--- src/rtl/seg_scan_decoder_if.sv ---
// rtl/seg_scan_decoder_if.sv - scanned 7-segment display bus and decoded frame outputs
interface seg_scan_decoder_if;
    logic [3:0]  AN;
    logic [7:0]  segs;
    logic [15:0] digits;
    logic [3:0]  dp;
    logic [3:0]  minus;
    logic [3:0]  blank;
    logic        bad_code;
    logic        frame_valid;
    logic        timeout;

    modport master (
        output AN, segs,
        input  digits, dp, minus, blank, bad_code, frame_valid, timeout
    );

    modport slave (
        input  AN, segs,
        output digits, dp, minus, blank, bad_code, frame_valid, timeout
    );
endinterface

--- src/rtl/seg_scan_decoder.sv ---
// rtl/seg_scan_decoder.sv - decodes a multiplexed 4-digit 7-segment scan into hex nibbles
// Optional frame watchdog enabled by SEG_SCAN_TIMEOUT_EN.
module seg_scan_decoder #(
    parameter int STABLE_CYCLES  = 4,
    parameter int TIMEOUT_CYCLES = 200000
) (
    input  logic               CLK_in,
    input  logic               rst,
    seg_scan_decoder_if.slave  bus
);

    localparam logic [1:0] S_IDLE   = 2'd0;
    localparam logic [1:0] S_SETTLE = 2'd1;
    localparam logic [1:0] S_HOLD   = 2'd2;
    localparam logic [7:0] STABLE_W = 8'(STABLE_CYCLES);

    if (STABLE_CYCLES < 2 || STABLE_CYCLES > 255 || TIMEOUT_CYCLES < 1) begin : g_bad_param
        $error("seg_scan_decoder: parameter out of range");
    end

    logic [3:0]  an_s1_q, an_s1_d, an_s2_q, an_s2_d;
    logic [7:0]  segs_s1_q, segs_s1_d, segs_s2_q, segs_s2_d;
    logic [11:0] prev_q, prev_d;
    logic [1:0]  state_q, state_d;
    logic [7:0]  cnt_q, cnt_d;
    logic [3:0]  seen_q, seen_d;
    logic [15:0] sh_dig_q, sh_dig_d;
    logic [3:0]  sh_dp_q, sh_dp_d, sh_minus_q, sh_minus_d, sh_blank_q, sh_blank_d;
    logic        sh_bad_q, sh_bad_d;
    logic [15:0] digits_q, digits_d;
    logic [3:0]  dp_q, dp_d, minus_q, minus_d, blank_q, blank_d;
    logic        bad_code_q, bad_code_d;
    logic        frame_valid_q, frame_valid_d;

    logic        legal;
    logic [1:0]  slot;
    logic        capture;
    logic        frame_done;
    logic        clear_shadow;
    logic [6:0]  dec;

    // Returns {nibble, minus, blank, bad} for an active-high gfedcba pattern.
    function automatic logic [6:0] decode(input logic [6:0] code);
        case (code)
            7'h3F: decode = {4'h0, 3'b000};
            7'h06: decode = {4'h1, 3'b000};
            7'h5B: decode = {4'h2, 3'b000};
            7'h4F: decode = {4'h3, 3'b000};
            7'h66: decode = {4'h4, 3'b000};
            7'h6D: decode = {4'h5, 3'b000};
            7'h7D: decode = {4'h6, 3'b000};
            7'h07: decode = {4'h7, 3'b000};
            7'h7F: decode = {4'h8, 3'b000};
            7'h6F: decode = {4'h9, 3'b000};
            7'h77: decode = {4'hA, 3'b000};
            7'h7C: decode = {4'hB, 3'b000};
            7'h39: decode = {4'hC, 3'b000};
            7'h5E: decode = {4'hD, 3'b000};
            7'h79: decode = {4'hE, 3'b000};
            7'h71: decode = {4'hF, 3'b000};
            7'h40: decode = {4'h0, 3'b100};
            7'h00: decode = {4'h0, 3'b010};
            default: decode = {4'h0, 3'b001};
        endcase
    endfunction

    always_comb begin
        legal = 1'b1;
        slot  = 2'd0;
        case (an_s2_q)
            4'b1110: slot = 2'd0;
            4'b1101: slot = 2'd1;
            4'b1011: slot = 2'd2;
            4'b0111: slot = 2'd3;
            default: legal = 1'b0;
        endcase
    end

    assign dec        = decode(~segs_s2_q[6:0]);
    assign frame_done = (seen_q == 4'b1111);

`ifdef SEG_SCAN_TIMEOUT_EN
    logic [31:0] wd_q, wd_d;
    logic        timeout_q, timeout_d;

    // The watchdog restarts on each completed frame and drops any partial frame on expiry.
    always_comb begin
        wd_d         = wd_q + 32'd1;
        timeout_d    = 1'b0;
        clear_shadow = 1'b0;
        if (frame_done) begin
            wd_d = 32'd0;
        end else if (wd_q == 32'(TIMEOUT_CYCLES - 1)) begin
            wd_d         = 32'd0;
            timeout_d    = 1'b1;
            clear_shadow = 1'b1;
        end
    end

    always_ff @(posedge CLK_in or posedge rst) begin
        if (rst) begin
            wd_q      <= 32'd0;
            timeout_q <= 1'b0;
        end else begin
            wd_q      <= wd_d;
            timeout_q <= timeout_d;
        end
    end

    assign bus.timeout = timeout_q;
`else
    assign clear_shadow = 1'b0;
    assign bus.timeout  = 1'b0;
`endif

    always_comb begin
        an_s1_d    = bus.AN;
        an_s2_d    = an_s1_q;
        segs_s1_d  = bus.segs;
        segs_s2_d  = segs_s1_q;
        prev_d     = {an_s2_q, segs_s2_q};
        state_d    = state_q;
        cnt_d      = cnt_q;
        capture    = 1'b0;
        sh_dig_d   = sh_dig_q;
        sh_dp_d    = sh_dp_q;
        sh_minus_d = sh_minus_q;
        sh_blank_d = sh_blank_q;
        digits_d   = digits_q;
        dp_d       = dp_q;
        minus_d    = minus_q;
        blank_d    = blank_q;
        bad_code_d = bad_code_q;
        frame_valid_d = frame_done;

        if (!legal) begin
            state_d = S_IDLE;
            cnt_d   = 8'd0;
        end else if (state_q == S_IDLE || {an_s2_q, segs_s2_q} != prev_q) begin
            state_d = S_SETTLE;
            cnt_d   = 8'd1;
        end else if (state_q == S_SETTLE) begin
            cnt_d = cnt_q + 8'd1;
            if (cnt_q + 8'd1 == STABLE_W) begin
                state_d = S_HOLD;
                capture = 1'b1;
            end
        end

        // A completed frame clears the mask first so a same-cycle capture opens the next frame.
        seen_d   = (frame_done || clear_shadow) ? 4'b0000 : seen_q;
        sh_bad_d = (frame_done || clear_shadow) ? 1'b0 : sh_bad_q;

        if (capture) begin
            seen_d[slot]               = 1'b1;
            sh_dig_d[{slot, 2'b00} +: 4] = dec[6:3];
            sh_minus_d[slot]           = dec[2];
            sh_blank_d[slot]           = dec[1];
            sh_dp_d[slot]              = ~segs_s2_q[7];
            sh_bad_d                   = sh_bad_d | dec[0];
        end

        if (frame_done) begin
            digits_d   = sh_dig_q;
            dp_d       = sh_dp_q;
            minus_d    = sh_minus_q;
            blank_d    = sh_blank_q;
            bad_code_d = sh_bad_q;
        end
    end

    always_ff @(posedge CLK_in or posedge rst) begin
        if (rst) begin
            an_s1_q       <= 4'h0;
            an_s2_q       <= 4'h0;
            segs_s1_q     <= 8'h00;
            segs_s2_q     <= 8'h00;
            prev_q        <= 12'h000;
            state_q       <= S_IDLE;
            cnt_q         <= 8'd0;
            seen_q        <= 4'h0;
            sh_dig_q      <= 16'h0000;
            sh_dp_q       <= 4'h0;
            sh_minus_q    <= 4'h0;
            sh_blank_q    <= 4'h0;
            sh_bad_q      <= 1'b0;
            digits_q      <= 16'h0000;
            dp_q          <= 4'h0;
            minus_q       <= 4'h0;
            blank_q       <= 4'h0;
            bad_code_q    <= 1'b0;
            frame_valid_q <= 1'b0;
        end else begin
            an_s1_q       <= an_s1_d;
            an_s2_q       <= an_s2_d;
            segs_s1_q     <= segs_s1_d;
            segs_s2_q     <= segs_s2_d;
            prev_q        <= prev_d;
            state_q       <= state_d;
            cnt_q         <= cnt_d;
            seen_q        <= seen_d;
            sh_dig_q      <= sh_dig_d;
            sh_dp_q       <= sh_dp_d;
            sh_minus_q    <= sh_minus_d;
            sh_blank_q    <= sh_blank_d;
            sh_bad_q      <= sh_bad_d;
            digits_q      <= digits_d;
            dp_q          <= dp_d;
            minus_q       <= minus_d;
            blank_q       <= blank_d;
            bad_code_q    <= bad_code_d;
            frame_valid_q <= frame_valid_d;
        end
    end

    assign bus.digits      = digits_q;
    assign bus.dp          = dp_q;
    assign bus.minus       = minus_q;
    assign bus.blank       = blank_q;
    assign bus.bad_code    = bad_code_q;
    assign bus.frame_valid = frame_valid_q;

endmodule

--- src/flat_wrapper.sv ---
// flat-port wrapper written by rule: the top's interface ports become plain ports
module seg_scan_decoder_flat 
#(
    parameter int STABLE_CYCLES  = 4,
    parameter int TIMEOUT_CYCLES = 200000
)
  (CLK_in, rst, bus_AN, bus_segs, bus_digits, bus_dp, bus_minus, bus_blank, bus_bad_code, bus_frame_valid, bus_timeout);
  seg_scan_decoder_if bus_i ();
  input  logic CLK_in;
  input  logic rst;
  input wire logic [$bits(bus_i.AN)-1:0] bus_AN;
  input wire logic [$bits(bus_i.segs)-1:0] bus_segs;
  output wire logic [$bits(bus_i.digits)-1:0] bus_digits;
  output wire logic [$bits(bus_i.dp)-1:0] bus_dp;
  output wire logic [$bits(bus_i.minus)-1:0] bus_minus;
  output wire logic [$bits(bus_i.blank)-1:0] bus_blank;
  output wire logic [$bits(bus_i.bad_code)-1:0] bus_bad_code;
  output wire logic [$bits(bus_i.frame_valid)-1:0] bus_frame_valid;
  output wire logic [$bits(bus_i.timeout)-1:0] bus_timeout;
  assign bus_i.AN = bus_AN;
  assign bus_i.segs = bus_segs;
  assign bus_digits = bus_i.digits;
  assign bus_dp = bus_i.dp;
  assign bus_minus = bus_i.minus;
  assign bus_blank = bus_i.blank;
  assign bus_bad_code = bus_i.bad_code;
  assign bus_frame_valid = bus_i.frame_valid;
  assign bus_timeout = bus_i.timeout;
  seg_scan_decoder #(.STABLE_CYCLES(STABLE_CYCLES), .TIMEOUT_CYCLES(TIMEOUT_CYCLES)) u_core (.CLK_in(CLK_in), .rst(rst), .bus(bus_i));
endmodule
--- config.mk ---
export PLATFORM = sky130hd
export DESIGN_NAME = seg_scan_decoder_flat
export DESIGN_NICKNAME = d
export VERILOG_FILES = /design/src/rtl/seg_scan_decoder_if.sv /design/src/rtl/seg_scan_decoder.sv /design/src/flat_wrapper.sv
export SDC_FILE = /design/constraint.sdc
export NUM_CORES = 1
export LEC_CHECK = 0
export ABC_AREA = 1
export CAP_MARGIN = 20
export CORE_MARGIN = 4
export CORE_UTILIZATION = 27
export CTS_CLUSTER_DIAMETER = 60
export DETAILED_ROUTE_END_ITERATION = 6
export GPL_TIMING_DRIVEN = 1
export PLACE_DENSITY_LB_ADDON = 0.08
export REMOVE_ABC_BUFFERS = 1
export SLEW_MARGIN = 20
export SYNTH_ARGS = -nofsm -noshare
export SYNTH_HDL_FRONTEND = slang
export SYNTH_SLANG_ARGS = --single-unit
--- constraint.sdc ---
create_clock -name CLK_in -period 5.9 [get_ports CLK_in]
set_clock_uncertainty 0.05 [all_clocks]
set_input_delay 1.77 -clock CLK_in [delete_from_list [all_inputs] [get_ports CLK_in]]
set_output_delay 1.77 -clock CLK_in [all_outputs]
set_load 0.005 [all_outputs]
==> metrics.txt, run 1 <==
result of the run finished clean; post-synthesis sequential area ratio 57.01%; CP Max Fanout 2; cell-by-cell listing of the critical path clkdlybuf4s50_1; leakage power of the design 2.947 nW; # IOs 45; number of clock sinks 109; number of gates resized after CTS 0; Area Overhead vs Synth 20.37%; count of filler cells inserted in the layout 1812; most common library cell in the layout ignoring fill and taps sky130_fd_sc_hd__nand2_1; Synth warnings 0; cell depth of the worst flop-to-flop path 8; clock slew at the register clock pins of the worst setup and hold paths 0.08 ns; count of state elements after synthesis 109; RSZ-0062 raised after global routing no; CP Buf/Inv Count 1; die area 19910 um2; Detailed Routing Iterations Pass 1 4; Worst path slowest cell sky130_fd_sc_hd__clkdlybuf4s50_1; headroom to the max-slew limit 42.20%; Worst path top cell family by delay buffers and inverters; number of routed nets with antenna violations 0; floorplan die width 141.1 um; area of the placeable core 17360 um2; number of enable-type register cells in the synthesized netlist 0; number of buffers inserted for hold repair after clock tree synthesis 0; share of flip-flops with an asynchronous set or reset after synthesis 100.0%; number of distinct library cells after synthesis 31; area of the multi-input gates 1831 um2; IR drop worst, VDD 0.1256 mV; final setup violating endpoints 0; crit path from u_core.bus.digits[13]; buffers inserted by post-CTS timing repair 0; count of inserted antenna diode cells 0; GRT Resource Usage Total 11.33%; number of max-cap violations 0; delay of the slowest cell on the worst path 0.51 ns; Crit Path Class flip-flop to output port; PortBufs 43; cell row count 48; Tightest Pin Transition 0.8661 ns; Levels on crit path 1; number of failing hold endpoints at the final stage 0; overall routed net length 10470 um; end of the worst register-to-register path u_core.sh_dig_q[15]; source of the worst register-to-register timing path u_core.an_s2_q[2]; number of nets in the finished design 634; Clk Latency, worst-skew pair 0.35 ns; Pwr per Cell Area 250.0 nW/um2; setup slack on the worst flop-to-flop path 3.60 ns; total negative slack for setup checks 0 ns; sequential standard cell area 2728 um2; Initial Utilization 27.57%; detail-routed net length per standard cell 12.43 um; HPWL after detailed placement 7601 um; Netlist Area Pre-Place 4785 um2; Worst Setup EP bus_digits[13]; global-route wire length before repair 18120 um; minimum clock period 3.041 ns; number of H-tree levels 3; most used flip-flop cell after synthesis sky130_fd_sc_hd__dfrtp_1; final standard cell utilization of the core 33.18%; placed inst area 5472 um2; final count of pins violating max slew 0; design area 5759 um2; class of the tightest hold or removal check flip-flop to flip-flop; placer's final routability congestion estimate 0.8288; Clock Path Buffers 2; vias in the first global route 3548; final worst path period share 51.53%; average via count per standard cell 4.221; number of buffers added by the clock tree synthesis step 9; clock tree from TritonCTS built; violation count after the first detailed-routing iteration 223; critical path startpoint category flip-flop; commonest cells after routing, fill and taps aside sky130_fd_sc_hd__nand2_1, sky130_fd_sc_hd__dfrtp_1, sky130_fd_sc_hd__nor2_1; Vias 3554; average cell area after synthesis 8.468 um2; data arrival time of the critical path 1.22 ns; type of element capturing the critical path output port; number of instances in the synthesized netlist 565; required time at the worst-slack endpoint 4.08 ns; final routed DRC violation total 0; GRT Residual Overflow 0; pin count of the biggest net entering global routing 40; proportion of layout cells with a drive suffix above 1 6.483%; die outline height 141.1 um; antenna violations before repair 0; highest achievable clock rate 328.9 MHz; root buffer cell sky130_fd_sc_hd__clkbuf_16
[worst min path at each step]
stage / endpoint / start / depth (start not counted) / slack [ns]
floorplan: u_core.an_s2_q[0] / u_core.an_s1_q[0] / 0 / 0.28
global placement: u_core.segs_s2_q[4] / u_core.segs_s1_q[4] / 0 / 0.28
detailed placement: u_core.segs_s2_q[1] / u_core.segs_s1_q[1] / 0 / 0.28
CTS: u_core.segs_s2_q[1] / u_core.segs_s1_q[1] / 0 / 0.30
global route: u_core.segs_s2_q[1] / u_core.segs_s1_q[1] / 0 / 0.30
finish: u_core.an_s2_q[0] / u_core.an_s1_q[0] / 0 / 0.30
[per-layer routing]
metal	global-route usage (%)	vias to the layer above	wire, um
met5	0	-	0
met2	16.78	57	4481
met4	3.774	0	128
met1	16.24	1635	5428
met3	2.782	10	425
li1	-	1852	-
[cell type report]
| type | count | area share (%) |
|---|---|---|
| clock buffer | 13 | 4.519 |
| sequential | 109 | 47.36 |
| clock inverter | 3 | 0.4779 |
| inverter | 47 | 3.107 |
| timing repair buffer | 46 | 7.864 |
| multi-input combinational | 399 | 31.78 |
| tap | 225 | 4.888 |
[state kept, by name (all words and copies together), names as in the netlist, 8 cells and up]
signal / flops
u_core.prev_q: 12
u_core.segs_s1_q: 8
u_core.sh_dig_q: 16
u_core.cnt_q: 8
u_core.bus.digits: 16
u_core.segs_s2_q: 8
[cell families after synthesis]
logic type / after synthesis / synth area share [%]
flip-flops: 109 / 57.01
XOR/XNOR: 7 / 1.281
AND/OR/NAND/NOR: 347 / 30.36
adder cells (fa/ha/maj): 8 / 2.092
other: 1 / 0.07838
buffers and inverters: 57 / 4.733
AO/OA/AOI/OAI: 36 / 4.446
[cell usage after synthesis, types with 2 or more instances]
library cell | number | share of area, %
sky130_fd_sc_hd__nand3_1 | 15 | 1.6
sky130_fd_sc_hd__xnor2_1 | 4 | 0.73
sky130_fd_sc_hd__o21ai_0 | 16 | 1.7
sky130_fd_sc_hd__o21ai_2 | 7 | 1.3
sky130_fd_sc_hd__xor2_1 | 3 | 0.55
sky130_fd_sc_hd__nor2_1 | 54 | 4.2
sky130_fd_sc_hd__inv_2 | 2 | 0.16
sky130_fd_sc_hd__inv_1 | 45 | 3.5
sky130_fd_sc_hd__dfrtp_1 | 109 | 57
sky130_fd_sc_hd__ha_1 | 8 | 2.1
sky130_fd_sc_hd__nand3_2 | 2 | 0.42
sky130_fd_sc_hd__nand3b_1 | 2 | 0.31
sky130_fd_sc_hd__nand4_1 | 18 | 2.4
sky130_fd_sc_hd__a21oi_1 | 9 | 0.94
sky130_fd_sc_hd__nand2_1 | 242 | 19
sky130_fd_sc_hd__nor3_1 | 3 | 0.31
sky130_fd_sc_hd__nor2_2 | 4 | 0.52
sky130_fd_sc_hd__nand2_2 | 3 | 0.39
sky130_fd_sc_hd__clkbuf_1 | 7 | 0.55
[through the flow]
| stage | setup WS [ns] | hold WS, ns | std cells | total power, mW |
|---|---|---|---|---|
| after global routing | 2.797 | 0.3026 | 842 | 1.511 |
| after global placement | 2.701 | 0.2812 | 826 | 0.8659 |
| after floorplan | 1.206 | 0.2812 | 555 | 0.8366 |
| after detailed placement | 2.691 | 0.2847 | 826 | 0.8663 |
| after CTS | 2.833 | 0.3011 | 842 | 1.473 |
| final | 2.859 | 0.2991 | 842 | 1.440 |
[report_power, final]
| part | switching, mW | internal, mW |
|---|---|---|
| logic | 0.0517 | 0.0244 |
| registers | 0.0129 | 0.760 |
| clock network | 0.276 | 0.315 |
(Power assumes the default switching activity.)
==> inputs of run 2 (changes only) <==
clock period = 3.05 ns   (was 5.9 ns; I/O delays follow)
==> run 2 against run 1 <==
Against the previous run:
- worst hold slack got worse by 0.00060 ns
- combinational power up 98%
- worst setup slack worse by 2.0 ns
- critical path depth stayed put
- clock power is 120% higher
- power up 100%
- first-iteration DRC count rose by 18%
- via count up 1.1%
- critical endpoint is now bus_bad_code
- largest cell class unchanged
- highest routed layer unchanged
==> metrics.txt, run 2 (same netlist as run 1, synthesis figures left out) <==
number of H-tree levels 3; number of max-cap violations 0; Worst Setup Slack post-DPL 0.9837 ns; buffers inserted by post-CTS timing repair 0; cell-by-cell listing of the critical path clkdlybuf4s50_1; cell row count 48; critical path startpoint category flip-flop; PortBufs 43; global-route wire length before repair 18080 um; final worst-path setup slack 0.8623 ns; GRT Resource Usage Total 11.24%; CP Max Fanout 2; proportion of layout cells with a drive suffix above 1 6.958%; count of inserted antenna diode cells 0; Worst path slowest cell sky130_fd_sc_hd__clkdlybuf4s50_1; pin count of the biggest net entering global routing 110; floorplan die width 141.1 um; cell depth of the worst flop-to-flop path 9; die outline height 141.1 um; IR drop worst, VDD 0.2552 mV; Initial Utilization 27.57%; placer's final routability congestion estimate 0.7936; detail-routed net length per standard cell 12.28 um; number of buffers inserted for hold repair after clock tree synthesis 0; clock slew at the register clock pins of the worst setup and hold paths 0.07 ns; Clk Latency, worst-skew pair 0.35 ns; number of routed nets with antenna violations 0; antenna violations before repair 0; Hold Startpoint u_core.segs_s1_q[3]; Crit Path Class flip-flop to output port; leakage power of the design 2.977 nW; Area Overhead vs Synth 21.73%; Detailed Routing Iterations Pass 1 4; data arrival time of the critical path 1.22 ns; root buffer cell sky130_fd_sc_hd__clkbuf_16; CP Buf/Inv Count 1; final worst path period share 71.73%; final standard cell utilization of the core 33.56%; HPWL after detailed placement 7273 um; number of failing hold endpoints at the final stage 0; RSZ-0062 raised after global routing no; final setup violating endpoints 0; GRT Residual Overflow 0; required time at the worst-slack endpoint 2.08 ns; violation count after the first detailed-routing iteration 263; clock tree from TritonCTS built; class of the tightest hold or removal check flip-flop to flip-flop; number of buffers added by the clock tree synthesis step 9; commonest cells after routing, fill and taps aside sky130_fd_sc_hd__nand2_1, sky130_fd_sc_hd__dfrtp_1, sky130_fd_sc_hd__nor2_1; Hold Slack 0.2985 ns; # IOs 45; source of the worst register-to-register timing path u_core.cnt_q[0]; type of element capturing the critical path output port; delay of the slowest cell on the worst path 0.51 ns; Clock Path Buffers 2; overall routed net length 10360 um; minimum clock period 2.188 ns; final count of pins violating max slew 0; end of the worst register-to-register path u_core.sh_dig_q[10]; setup slack on the worst flop-to-flop path 0.99 ns; placed inst area 5492 um2; die area 19910 um2; area of the placeable core 17360 um2; number of gates resized after CTS 0; vias in the first global route 3552; Vias 3594; result of the run finished clean; end point of the worst hold path u_core.segs_s2_q[3]; most common library cell in the layout ignoring fill and taps sky130_fd_sc_hd__nand2_1; number of clock sinks 109; count of filler cells inserted in the layout 1787; Pwr per Cell Area 505.6 nW/um2; number of nets in the finished design 635; final routed DRC violation total 0; Levels on crit path 1; Worst path top cell family by delay buffers and inverters; worst hold path stage count 0; highest achievable clock rate 457.1 MHz; design area 5824 um2; Tightest Pin Transition 0.8987 ns; headroom to the max-slew limit 40.02%; average via count per standard cell 4.263
==> run 2: power breakdown <==
part	total, mW	leakage (nW)	switching, mW	internal, mW
Sequential	1.49	1.44	0.0243	1.47
Clock	1.30	0.160	0.549	0.750
Combinational	0.151	1.38	0.101	0.0499
==> run 2: worst max-delay path by stage <==
stage / start / to
floorplan: rst / u_core.an_s1_q[0]
global placement: u_core.an_s2_q[2] / u_core.sh_dig_q[10]
detailed placement: u_core.cnt_q[0] / u_core.sh_dig_q[13]
CTS: u_core.bus.digits[3] / bus_digits[3]
global route: u_core.an_s2_q[2] / u_core.sh_dig_q[10]
finish: u_core.bus.bad_code / bus_bad_code
==> run 2: area by class of cell <==
type | count | area [um2] | share of cell area [%]
Sequential cell | 109 | 2728 | 46.83
Inverter | 47 | 178.9 | 3.072
Multi-Input combinational cell | 399 | 1831 | 31.43
Clock inverter | 6 | 93.84 | 1.611
Timing Repair Buffer | 47 | 473.0 | 8.120
Tap cell | 225 | 281.5 | 4.834
Clock buffer | 10 | 239.0 | 4.103
==> run 2: through the flow <==
step                      instances  setup TNS [ns]  power, mW
after floorplan                 555          -86.00      1.618
after global placement          827               0      1.680
after detailed placement        827               0      1.678
after CTS                       843               0      3.010
after global routing            843               0      3.085
final                           843               0      2.945
==> run 2: metal layers <==
layer | track usage [%] | up-vias | routed length, um
li1 | - | 1860 | -
met1 | 16.37 | 1660 | 5433
met2 | 16.20 | 61 | 4411
met3 | 2.239 | 13 | 325
met4 | 4.742 | 0 | 185
met5 | 0 | - | 0
==> inputs of run 3 (changes only) <==
clock period = 2.25 ns   (was 3.05 ns; I/O delays follow)
==> run 3 against run 2 <==
Against the previous run:
- combinational power rose by 46%
- die area did not move
- worst hold slack improved by 0.00095 ns
- critical endpoint is now u_core.sh_dig_q[10]
- largest power group unchanged
- highest routed layer unchanged
==> metrics.txt, run 3 (same netlist as run 1, synthesis figures left out) <==
Area Overhead vs Synth 22.62%; final worst path period share 90.22%; GRT Resource Usage Total 11.12%; area of the placeable core 17360 um2; clock slew at the register clock pins of the worst setup and hold paths 0.07 ns; cell row count 48; Hold Slack 0.2995 ns; number of clock sinks 109; Vias 3619; count of inserted antenna diode cells 0; commonest cells after routing, fill and taps aside sky130_fd_sc_hd__nand2_1, sky130_fd_sc_hd__dfrtp_1, sky130_fd_sc_hd__nor2_1; Crit Path Class flip-flop to flip-flop; final setup violating endpoints 0; number of H-tree levels 3; detail-routed net length per standard cell 12.57 um; floorplan die width 141.1 um; critical path startpoint category flip-flop; Clock Path Buffers 2; final count of pins violating max slew 0; number of max-cap violations 0; # placed instances 832; headroom to the max-slew limit 38.89%; class of the tightest hold or removal check flip-flop to flip-flop; PortBufs 43; root buffer cell sky130_fd_sc_hd__clkbuf_16; average via count per standard cell 4.263; GRT Residual Overflow 0; most common library cell in the layout ignoring fill and taps sky130_fd_sc_hd__nand2_1; pin count of the biggest net entering global routing 35; Worst path slowest cell sky130_fd_sc_hd__dfrtp_1; die outline height 141.1 um; number of routed nets with antenna violations 0; minimum clock period 2.030 ns; antenna violations before repair 0; proportion of layout cells with a drive suffix above 1 7.853%; number of nets in the finished design 641; Tightest Pin Transition 0.9157 ns; vias in the first global route 3451; placer's final routability congestion estimate 0.8481; CP Max Fanout 8; IR drop worst, VDD 0.3592 mV; Worst path top cell family by delay simple AND/OR/NAND/NOR gates; number of failing hold endpoints at the final stage 0; required time at the worst-slack endpoint 2.49 ns; Detailed Routing Iterations Pass 1 4; total negative slack for setup checks 0 ns; RSZ-0062 raised after global routing no; Top cell by count, worst path sky130_fd_sc_hd__inv_1; # IOs 45; data arrival time of the critical path 2.27 ns; highest achievable clock rate 492.6 MHz; Initial Utilization 27.57%; overall routed net length 10670 um; Clk Latency, worst-skew pair 0.35 ns; die area 19910 um2; Pwr per Cell Area 649.0 nW/um2; delay of the slowest cell on the worst path 0.41 ns; HPWL after detailed placement 7704 um; type of element capturing the critical path flip-flop; leakage power of the design 2.993 nW; number of buffers inserted for hold repair after clock tree synthesis 0; CP Buf/Inv Count 3; final routed DRC violation total 0; Layout Cells excl Fill 849; clock tree from TritonCTS built; violation count after the first detailed-routing iteration 241; number of buffers added by the clock tree synthesis step 9; global-route wire length before repair 17770 um; result of the run finished clean; cell-by-cell listing of the critical path inv_1 -> nor3_1 -> a31oi_1 -> buf_4 -> ha_1 -> inv_1 -> nor2_1 -> nand4_1 -> nand2_1
==> run 3: cell types whose count changed in the layout (fill, tap and decap cells not counted) <==
cell / delta
sky130_fd_sc_hd__buf_12: +2
sky130_fd_sc_hd__buf_4: +3
sky130_fd_sc_hd__bufinv_16: -2
sky130_fd_sc_hd__clkinv_2: +1
sky130_fd_sc_hd__clkinv_4: -1
sky130_fd_sc_hd__inv_6: +1
sky130_fd_sc_hd__inv_8: +1
sky130_fd_sc_hd__nand3_2: -1
sky130_fd_sc_hd__nand3_4: +1
sky130_fd_sc_hd__nor2_2: -1
sky130_fd_sc_hd__nor2_4: +2
==> run 3: stage by stage <==
stage,power (mW),instance area [um2],util [%],setup WS (ns)
2_1_floorplan,2.194,4735,-,-1.349
3_3_place_gp,2.290,5554,32.00,0.2368
3_5_place_dp,2.290,5554,32.00,0.2294
4_1_cts,3.883,5843,33.66,0.1892
5_1_grt,4.007,5867,33.80,0.05988
6_report,3.808,5867,33.80,0.2200
==> run 3: worst paths after layout <==
kind                       slack, ns               from                   to  cells after the start
max                             0.22  u_core.an_s2_q[2]  u_core.sh_dig_q[10]                      9
min                             0.30  u_core.an_s1_q[1]    u_core.an_s2_q[1]                      0
max reg2reg                     0.22  u_core.an_s2_q[2]  u_core.sh_dig_q[10]                      9
min reg2reg                     0.30  u_core.an_s1_q[1]    u_core.an_s2_q[1]                      0
max in group asynchronous       1.05                rst  u_core.sh_dig_q[11]                      3
min in group asynchronous       0.61                rst      u_core.cnt_q[5]                      2
==> run 3: cell type report <==
| cell class | instances | area, um2 |
|---|---|---|
| fill | 1783 | 11490 |
| tap | 225 | 281.5 |
| clock buffer | 10 | 239.0 |
| sequential | 109 | 2728 |
| clock inverter | 6 | 50.05 |
| inverter | 47 | 178.9 |
| timing repair buffer | 52 | 535.5 |
| multi-input combinational | 400 | 1854 |
==> run 3: report_power, final <==
part | internal [mW] | total [mW] | switching [mW]
clock network | 0.800 | 1.56 | 0.762
registers | 1.99 | 2.02 | 0.0315
logic | 0.0774 | 0.221 | 0.143
==> run 3: metal layers <==
metal / up-vias / track usage [%] / wire length, um
met4: 0 / 3.927 / 193
li1: 1873 / - / -
met5: - / 0 / 0
met1: 1665 / 15.84 / 5307
met3: 14 / 3.189 / 420
met2: 67 / 16.10 / 4749
==> run 3: repair_timing <==
item / CTS / global route
setup endpoints to repair: 0 / 5
buffers inserted: 0 / 0
resized for setup: 0 / 2
